$ cat config.mk
export PLATFORM = sky130hd
export DESIGN_NAME = tlb_ctrl_flat
export DESIGN_NICKNAME = d
export VERILOG_FILES = /design/src/rtl/tlb_ctrl_if.sv /design/src/rtl/tlb_ctrl.sv /design/src/flat_wrapper.sv
export SDC_FILE = /design/constraint.sdc
export NUM_CORES = 1
export LEC_CHECK = 0
export BUFFER_PORTS_ARGS = -buffer_cell sky130_fd_sc_hd__clkbuf_2
export CORE_MARGIN = 2
export CORE_UTILIZATION = 54
export DETAILED_ROUTE_END_ITERATION = 16
export GPL_ROUTABILITY_DRIVEN = 0
export PLACE_DENSITY = 0.85
export SLEW_MARGIN = 20
export SYNTH_ARGS = -nofsm -noshare
export SYNTH_HDL_FRONTEND = slang
export SYNTH_SLANG_ARGS = --single-unit
$ cat constraint.sdc
create_clock -name clk -period 2.45 [get_ports clk]
set_input_delay 0 -clock clk [delete_from_list [all_inputs] [get_ports clk]]
set_output_delay 0 -clock clk [all_outputs]
set_load 0.02 [all_outputs]
$ cat src/rtl/tlb_ctrl_if.sv
// -----------------------------------------------------------------------------
// tlb_ctrl_if
// Bundles the CPU-side translation port, the victim status write-back port and
// the page-table walker port of tlb_ctrl.
//
// Parameters: VPN_W (virtual page number width), PPN_W (physical page number
// width), OFF_W (page offset width).
// Modports:
//   slave  - the TLB: takes requests, drives responses, write-back and
//            page-table requests.
//   master - the surrounding system: CPU, write-back sink and walker.
// -----------------------------------------------------------------------------
interface tlb_ctrl_if #(
    parameter int VPN_W = 6,
    parameter int PPN_W = 2,
    parameter int OFF_W = 8
);
    // CPU side
    logic                     flush;
    logic                     req_valid;
    logic                     req_ready;
    logic                     req_write;
    logic [VPN_W+OFF_W-1:0]   req_vaddr;
    logic                     resp_valid;
    logic                     resp_hit;
    logic                     resp_fault;
    logic [PPN_W+OFF_W-1:0]   resp_paddr;
    // Victim status write-back
    logic                     wb_valid;
    logic                     wb_ready;
    logic [VPN_W-1:0]         wb_vpn;
    logic [1:0]               wb_dirty_ref;
    // Page-table walker
    logic                     pt_req_valid;
    logic [VPN_W-1:0]         pt_req_vpn;
    logic                     pt_resp_valid;
    logic [PPN_W-1:0]         pt_resp_ppn;
    logic                     pt_resp_fault;

    modport slave (
        input  flush, req_valid, req_write, req_vaddr,
        input  wb_ready, pt_resp_valid, pt_resp_ppn, pt_resp_fault,
        output req_ready, resp_valid, resp_hit, resp_fault, resp_paddr,
        output wb_valid, wb_vpn, wb_dirty_ref, pt_req_valid, pt_req_vpn
    );

    modport master (
        output flush, req_valid, req_write, req_vaddr,
        output wb_ready, pt_resp_valid, pt_resp_ppn, pt_resp_fault,
        input  req_ready, resp_valid, resp_hit, resp_fault, resp_paddr,
        input  wb_valid, wb_vpn, wb_dirty_ref, pt_req_valid, pt_req_vpn
    );
endinterface

$ cat src/rtl/tlb_ctrl.sv
// -----------------------------------------------------------------------------
// tlb_ctrl
// Fully associative TLB with true-LRU replacement. Hits translate in one cycle;
// misses write back a dirty victim's status, ask the page-table walker for the
// PPN, fill the victim entry and respond. Walker faults are passed on to the
// requester and leave the victim entry invalid.
//
// Ports:
//   clk   - clock, all state changes on the rising edge
//   reset - asynchronous, active-high; clears all state and outputs
//   bus   - tlb_ctrl_if.slave: request/response, write-back and walker ports
// -----------------------------------------------------------------------------
module tlb_ctrl #(
    parameter int ENTRIES = 4,
    parameter int VPN_W   = 6,
    parameter int PPN_W   = 2,
    parameter int OFF_W   = 8
) (
    input  logic        clk,
    input  logic        reset,
    tlb_ctrl_if.slave   bus
);
    localparam int IDX_W = $clog2(ENTRIES);
    localparam logic [IDX_W-1:0] AGE_MAX = IDX_W'(ENTRIES - 1);

    typedef enum logic [1:0] {IDLE, WB, WALK, RESP} state_e;

    state_e                 state_q;

    // Entry storage. Age 0 is most recently used, ENTRIES-1 least recently used.
    logic [ENTRIES-1:0]     valid_q;
    logic [ENTRIES-1:0]     dirty_q;
    logic [ENTRIES-1:0]     ref_q;
    logic [VPN_W-1:0]       tag_q [ENTRIES];
    logic [PPN_W-1:0]       ppn_q [ENTRIES];
    logic [IDX_W-1:0]       age_q [ENTRIES];

    // Miss context captured at accept time.
    logic [VPN_W-1:0]       vpn_q;
    logic [OFF_W-1:0]       off_q;
    logic                   write_q;
    logic [IDX_W-1:0]       victim_q;

    // Registered outputs.
    logic                   resp_valid_q;
    logic                   resp_hit_q;
    logic                   resp_fault_q;
    logic [PPN_W+OFF_W-1:0] resp_paddr_q;
    logic                   wb_valid_q;
    logic [VPN_W-1:0]       wb_vpn_q;
    logic [1:0]             wb_dirty_ref_q;
    logic                   pt_req_valid_q;
    logic [VPN_W-1:0]       pt_req_vpn_q;

    logic [VPN_W-1:0]       req_vpn;
    logic [OFF_W-1:0]       req_off;
    logic                   accept;
    logic                   hit;
    logic [IDX_W-1:0]       hit_idx;
    logic                   inv_any;
    logic [IDX_W-1:0]       inv_idx;
    logic [IDX_W-1:0]       lru_idx;
    logic [IDX_W-1:0]       victim_idx;

    assign req_vpn       = bus.req_vaddr[VPN_W+OFF_W-1:OFF_W];
    assign req_off       = bus.req_vaddr[OFF_W-1:0];
    assign bus.req_ready = (state_q == IDLE) && !bus.flush;
    assign accept        = bus.req_valid && bus.req_ready;

    // Access update: the touched entry becomes MRU, every entry that was
    // younger than it ages by one.
    function automatic logic [IDX_W-1:0] next_age(
        input logic [IDX_W-1:0] age,
        input logic             touched,
        input logic [IDX_W-1:0] old_age
    );
        if (touched)            return '0;
        else if (age < old_age) return age + 1'b1;
        else                    return age;
    endfunction

    // NOTE: every signal written here gets a default first, so no path leaves
    // it unassigned and no latch is inferred.
    always_comb begin
        hit     = 1'b0;
        hit_idx = '0;
        inv_any = 1'b0;
        inv_idx = '0;
        lru_idx = '0;
        for (int i = 0; i < ENTRIES; i++) begin
            if (valid_q[i] && tag_q[i] == req_vpn) begin
                hit     = 1'b1;
                hit_idx = IDX_W'(i);
            end
            if (age_q[i] == AGE_MAX) lru_idx = IDX_W'(i);
        end
        // Scan downwards so the lowest invalid index is the one left standing.
        for (int i = ENTRIES - 1; i >= 0; i--) begin
            if (!valid_q[i]) begin
                inv_any = 1'b1;
                inv_idx = IDX_W'(i);
            end
        end
        victim_idx = inv_any ? inv_idx : lru_idx;
    end

    // NOTE: sequential state uses non-blocking assignments only, so every
    // right-hand side sees the pre-edge value regardless of statement order.
    always_ff @(posedge clk or posedge reset) begin
        if (reset) begin
            state_q        <= IDLE;
            // NOTE: the entry array is reset explicitly: the valid bits and
            // the age permutation must be defined before the first lookup.
            valid_q        <= '0;
            dirty_q        <= '0;
            ref_q          <= '0;
            for (int i = 0; i < ENTRIES; i++) begin
                tag_q[i] <= '0;
                ppn_q[i] <= '0;
                age_q[i] <= IDX_W'(i);
            end
            vpn_q          <= '0;
            off_q          <= '0;
            write_q        <= 1'b0;
            victim_q       <= '0;
            resp_valid_q   <= 1'b0;
            resp_hit_q     <= 1'b0;
            resp_fault_q   <= 1'b0;
            resp_paddr_q   <= '0;
            wb_valid_q     <= 1'b0;
            wb_vpn_q       <= '0;
            wb_dirty_ref_q <= '0;
            pt_req_valid_q <= 1'b0;
            pt_req_vpn_q   <= '0;
        end else begin
            // Response fields are single-cycle pulses.
            resp_valid_q <= 1'b0;
            resp_hit_q   <= 1'b0;
            resp_fault_q <= 1'b0;
            resp_paddr_q <= '0;

            case (state_q)
                IDLE: begin
                    if (bus.flush) begin
                        valid_q <= '0;
                        dirty_q <= '0;
                        ref_q   <= '0;
                        for (int i = 0; i < ENTRIES; i++) age_q[i] <= IDX_W'(i);
                    end else if (accept && hit) begin
                        ref_q[hit_idx] <= 1'b1;
                        if (bus.req_write) dirty_q[hit_idx] <= 1'b1;
                        for (int i = 0; i < ENTRIES; i++)
                            age_q[i] <= next_age(age_q[i], hit_idx == IDX_W'(i), age_q[hit_idx]);
                        resp_valid_q <= 1'b1;
                        resp_hit_q   <= 1'b1;
                        resp_paddr_q <= {ppn_q[hit_idx], req_off};
                    end else if (accept) begin
                        vpn_q    <= req_vpn;
                        off_q    <= req_off;
                        write_q  <= bus.req_write;
                        victim_q <= victim_idx;
                        if (valid_q[victim_idx] && dirty_q[victim_idx]) begin
                            wb_valid_q     <= 1'b1;
                            wb_vpn_q       <= tag_q[victim_idx];
                            wb_dirty_ref_q <= {dirty_q[victim_idx], ref_q[victim_idx]};
                            state_q        <= WB;
                        end else begin
                            pt_req_valid_q <= 1'b1;
                            pt_req_vpn_q   <= req_vpn;
                            state_q        <= WALK;
                        end
                    end
                end
                WB: begin
                    if (bus.wb_ready) begin
                        wb_valid_q     <= 1'b0;
                        pt_req_valid_q <= 1'b1;
                        pt_req_vpn_q   <= vpn_q;
                        state_q        <= WALK;
                    end
                end
                WALK: begin
                    if (bus.pt_resp_valid) begin
                        pt_req_valid_q <= 1'b0;
                        resp_valid_q   <= 1'b1;
                        resp_fault_q   <= bus.pt_resp_fault;
                        if (bus.pt_resp_fault) begin
                            // The old mapping is already gone; ages stay put so
                            // the hole is refilled first by the next miss.
                            valid_q[victim_q] <= 1'b0;
                            dirty_q[victim_q] <= 1'b0;
                            ref_q[victim_q]   <= 1'b0;
                        end else begin
                            valid_q[victim_q] <= 1'b1;
                            dirty_q[victim_q] <= write_q;
                            ref_q[victim_q]   <= 1'b1;
                            tag_q[victim_q]   <= vpn_q;
                            ppn_q[victim_q]   <= bus.pt_resp_ppn;
                            // A fill is treated as touching the oldest slot.
                            for (int i = 0; i < ENTRIES; i++)
                                age_q[i] <= next_age(age_q[i], victim_q == IDX_W'(i), AGE_MAX);
                            resp_paddr_q <= {bus.pt_resp_ppn, off_q};
                        end
                        state_q <= RESP;
                    end
                end
                RESP: begin
                    state_q <= IDLE;
                end
                default: begin
                    state_q <= IDLE;
                end
            endcase
        end
    end

    assign bus.resp_valid   = resp_valid_q;
    assign bus.resp_hit     = resp_hit_q;
    assign bus.resp_fault   = resp_fault_q;
    assign bus.resp_paddr   = resp_paddr_q;
    assign bus.wb_valid     = wb_valid_q;
    assign bus.wb_vpn       = wb_vpn_q;
    assign bus.wb_dirty_ref = wb_dirty_ref_q;
    assign bus.pt_req_valid = pt_req_valid_q;
    assign bus.pt_req_vpn   = pt_req_vpn_q;
endmodule

$ cat src/flat_wrapper.sv
// flat-port wrapper written by rule: the top's interface ports become plain ports
module tlb_ctrl_flat 
#(
    parameter int ENTRIES = 4,
    parameter int VPN_W   = 6,
    parameter int PPN_W   = 2,
    parameter int OFF_W   = 8
)
  (clk, reset, bus_flush, bus_req_valid, bus_req_write, bus_req_vaddr, bus_wb_ready, bus_pt_resp_valid, bus_pt_resp_ppn, bus_pt_resp_fault, bus_req_ready, bus_resp_valid, bus_resp_hit, bus_resp_fault, bus_resp_paddr, bus_wb_valid, bus_wb_vpn, bus_wb_dirty_ref, bus_pt_req_valid, bus_pt_req_vpn);
  tlb_ctrl_if #(.VPN_W(VPN_W), .PPN_W(PPN_W), .OFF_W(OFF_W)) bus_i ();
  input  logic clk;
  input  logic reset;
  input wire logic [$bits(bus_i.flush)-1:0] bus_flush;
  input wire logic [$bits(bus_i.req_valid)-1:0] bus_req_valid;
  input wire logic [$bits(bus_i.req_write)-1:0] bus_req_write;
  input wire logic [$bits(bus_i.req_vaddr)-1:0] bus_req_vaddr;
  input wire logic [$bits(bus_i.wb_ready)-1:0] bus_wb_ready;
  input wire logic [$bits(bus_i.pt_resp_valid)-1:0] bus_pt_resp_valid;
  input wire logic [$bits(bus_i.pt_resp_ppn)-1:0] bus_pt_resp_ppn;
  input wire logic [$bits(bus_i.pt_resp_fault)-1:0] bus_pt_resp_fault;
  output wire logic [$bits(bus_i.req_ready)-1:0] bus_req_ready;
  output wire logic [$bits(bus_i.resp_valid)-1:0] bus_resp_valid;
  output wire logic [$bits(bus_i.resp_hit)-1:0] bus_resp_hit;
  output wire logic [$bits(bus_i.resp_fault)-1:0] bus_resp_fault;
  output wire logic [$bits(bus_i.resp_paddr)-1:0] bus_resp_paddr;
  output wire logic [$bits(bus_i.wb_valid)-1:0] bus_wb_valid;
  output wire logic [$bits(bus_i.wb_vpn)-1:0] bus_wb_vpn;
  output wire logic [$bits(bus_i.wb_dirty_ref)-1:0] bus_wb_dirty_ref;
  output wire logic [$bits(bus_i.pt_req_valid)-1:0] bus_pt_req_valid;
  output wire logic [$bits(bus_i.pt_req_vpn)-1:0] bus_pt_req_vpn;
  assign bus_i.flush = bus_flush;
  assign bus_i.req_valid = bus_req_valid;
  assign bus_i.req_write = bus_req_write;
  assign bus_i.req_vaddr = bus_req_vaddr;
  assign bus_i.wb_ready = bus_wb_ready;
  assign bus_i.pt_resp_valid = bus_pt_resp_valid;
  assign bus_i.pt_resp_ppn = bus_pt_resp_ppn;
  assign bus_i.pt_resp_fault = bus_pt_resp_fault;
  assign bus_req_ready = bus_i.req_ready;
  assign bus_resp_valid = bus_i.resp_valid;
  assign bus_resp_hit = bus_i.resp_hit;
  assign bus_resp_fault = bus_i.resp_fault;
  assign bus_resp_paddr = bus_i.resp_paddr;
  assign bus_wb_valid = bus_i.wb_valid;
  assign bus_wb_vpn = bus_i.wb_vpn;
  assign bus_wb_dirty_ref = bus_i.wb_dirty_ref;
  assign bus_pt_req_valid = bus_i.pt_req_valid;
  assign bus_pt_req_vpn = bus_i.pt_req_vpn;
  tlb_ctrl #(.ENTRIES(ENTRIES), .VPN_W(VPN_W), .PPN_W(PPN_W), .OFF_W(OFF_W)) u_core (.clk(clk), .reset(reset), .bus(bus_i));
endmodule
==> results_dict.tcl <==
set metrics [dict create \
    drv_cap 0 \
    hold_class "in2reg" \
    dpl_cell_area_um2 6390 \
    syn_nets 557 \
    overflow 0 \
    worst_pin_slew_ns 0.576 \
    numCtsBuffers 9 \
    start_util_pct 54.7 \
    final_cell_area_um2 7310 \
    slew_headroom_pct 61.2 \
    drt-pass1-iter-count 7 \
    antenna_found_initial 0 \
    yosysUniqueCellTypes 62 \
    syn_area_um2 5550 \
    grt_pass1_vias 5417 \
    rsz0062_at_grt "true" \
    clk_pin_slew_ns 0.10 \
    vias_per_cell 6.63 \
    ant_nets 0 \
    core_um2 10100 \
    die_x_um 105 \
    finalSetupViolCount 47 \
    port_buffers 53 \
    violations "setup timing" \
    min_period_over_period_pct 111 \
    yosysSeqAreaShare_pct 45.2 \
    hpwl_um 11200 \
    grt_pass1_wl_um 27700 \
    grt_max_degree 101 \
    arrival_ns 3.01 \
    synth_edf_count 0 \
    leakage_nw 3.30 \
    fin_skew_ns 0.0144 \
    end_kind "flip-flop" \
    drc 0 \
    cts_root_buffer "clkbuf_8" \
    finalHoldViolCount 0 \
    antennaDiodeCount 0 \
    area_growth_syn_to_layout_pct 31.8 \
    ios 54 \
    grt.total_usage_pct 32.0 \
    cts_sinks 100 \
    worstPathRequired_ns 2.74 \
    drtIter0Drc 713 \
    vias 5406 \
    htreeDepth 3 \
    status "finished with violations" \
    synthArstFlopShare_pct 100 \
    path_max_fanout 2 \
    critical_path_class "reg2reg" \
    timing.final.ws_setup_ns -0.270 \
    fmax_mhz 368 \
    synth_flop_cell "dfrtp_1" \
    yosysWarnings 0 \
    synthCells 526 \
    die_y_um 105 \
    tns_ns -3.62 \
    drive_above_1_share_pct 44.3 \
    slew_violations 0 \
    dp_slack_ns -0.249 \
    power_density_nw_per_um2 1090 \
    cts_tree "yes" \
    clk_latency_ns 0.40 \
    wl_per_cell_um 23.2 \
    utilization_pct 72.1 \
    ys_ff_latch 100 \
    min_period_ns 2.72 \
    ir_worst_vdd_mv 0.813 \
    drt_wl_total_um 18900 \
    cts_buffer_depth 2 \
    critPathLaunchType "flip-flop" \
    die_area_um2 11100 \
    nets 705 \
    whs_ns 0.0496 \
    syn_area_per_cell_um2 10.5 \
    num_rows 37 \
]
## critical path, stage by stage, from the launching register on
cell and delay, ns:
dfrtp_1 0.41, xor2_1 0.18, or4b_4 0.56, buf_4 0.16, o21ai_0 0.36, o211ai_2 0.20, a21boi_2 0.22, buf_4 0.16
o211a_1 0.14, nor3_1 0.04, o22a_1 0.18
## cell usage after synthesis (3+ instances only)
| library cell | count | share of area, % |
|---|---|---|
| dfrtp_1 | 96 | 43 |
| mux2_2 | 69 | 14 |
| nand2_1 | 37 | 2.5 |
| o21ai_0 | 33 | 3.0 |
| a21oi_1 | 32 | 2.9 |
| nor2_1 | 27 | 1.8 |
| clkbuf_1 | 17 | 1.1 |
| xnor2_1 | 15 | 2.4 |
| nor2b_1 | 14 | 1.6 |
| a211oi_1 | 13 | 1.8 |
| inv_1 | 12 | 0.81 |
| a22o_1 | 10 | 1.6 |
| nand3_1 | 10 | 0.90 |
| xor2_1 | 10 | 1.6 |
| buf_2 | 9 | 0.81 |
| nor3_1 | 9 | 0.81 |
| a31oi_1 | 8 | 0.90 |
| ha_1 | 7 | 1.6 |
| mux2i_1 | 7 | 1.3 |
| nand2b_1 | 6 | 0.68 |
| o21a_1 | 6 | 0.81 |
| a22oi_1 | 5 | 0.68 |
| o211ai_1 | 5 | 0.68 |
| buf_6 | 4 | 0.81 |
| dfstp_2 | 4 | 1.9 |
| o21ai_1 | 4 | 0.36 |
| or4_1 | 4 | 0.54 |
| a21o_1 | 3 | 0.41 |
| and3_1 | 3 | 0.34 |
| nand3b_1 | 3 | 0.41 |
| nand4_1 | 3 | 0.34 |
## cell families after synthesis
family / Yosys count / share of synthesized area [%]
multiplexers: 77 / 15.5
AO/OA/AOI/OAI: 146 / 18.1
flip-flops: 100 / 45.2
XOR/XNOR: 25 / 3.95
adder cells (fa/ha/maj): 8 / 1.78
buffers and inverters: 42 / 3.58
AND/OR/NAND/NOR: 128 / 11.9
## cell type report
cell class,instances,area (um2)
clock inverters,7,81.3
well taps,136,170
fillers,607,2830
repair buffers,166,1240
multi-input cells,385,3140
flip-flops and latches,100,2510
clock buffers,9,124
inverters,12,48.8
## final timing paths
kind	from	to	slack, ns	cells after the start
max in group asynchronous	reset	u_core.age_q[3]$_DFFE_PP1P_	1.76	4
min reg2reg	u_core.bus.wb_dirty_ref[1]$_DFFE_PP0P_	u_core.bus.wb_dirty_ref[1]$_DFFE_PP0P_	0.49	1
max	u_core.tag_q[12]$_DFFE_PP0P_	u_core.age_q[7]$_DFFE_PP0P_	-0.27	10
min in group asynchronous	reset	u_core.tag_q[23]$_DFFE_PP0P_	0.28	4
min	bus_req_vaddr[8]	u_core.vpn_q[0]$_DFFE_PP0P_	0.05	3
max reg2reg	u_core.tag_q[12]$_DFFE_PP0P_	u_core.age_q[7]$_DFFE_PP0P_	-0.27	10
## sequential cells by signal (all words and copies together) (netlist names), 4 cells and up, named ones only
| signal | cells |
|---|---|
| u_core.valid_q | 4 |
| u_core.age_q | 8 |
| u_core.dirty_q | 4 |
| u_core.ppn_q | 8 |
| u_core.bus.wb_vpn | 6 |
| u_core.vpn_q | 6 |
| u_core.bus.pt_req_vpn | 6 |
| u_core.tag_q | 24 |
| u_core.off_q | 8 |
| u_core.bus.resp_paddr | 10 |
## cell usage in the layout (no fill, tap or decap), types with 18 or more instances in the layout
master / instances
dlygate4sd3_1: 18
a21oi_1: 29
clkbuf_2: 53
nand2_1: 36
nor2_1: 23
buf_4: 83
dfrtp_1: 96
o21ai_0: 24
mux2_2: 68
## repair_timing
action / CTS / global route
hold buffers: 18 / 0
endpoints found under the setup margin: 32 / 66
gates cloned: 1 / 0
endpoints found under the hold margin: 130 / 0
pin swaps: 13 / 23
gates resized for setup: 27 / 47
setup buffers: 14 / 15
## power breakdown
part           switching [mW]  total [mW]  internal, mW
Combinational            2.26        4.18          1.92
Clock                   0.652        1.14         0.488
Sequential              0.475        2.64          2.17
## stage by stage
stage | total power, mW | std cells
finish | 7.96 | 815
global route | 8.26 | 815
CTS | 7.30 | 801
detailed placement | 5.93 | 752
global placement | 5.72 | 752
floorplan | 4.66 | 526
## routing by layer
metal | track usage, % | share of wire [%] | vias up
met4 | 18.5 | 7.3 | 0
met5 | 0 | 0 | -
li1 | - | - | 2226
met2 | 53.3 | 47 | 435
met1 | 38.2 | 35 | 2596
met3 | 7.17 | 11 | 149
Power figures use the tool's default switching activity.
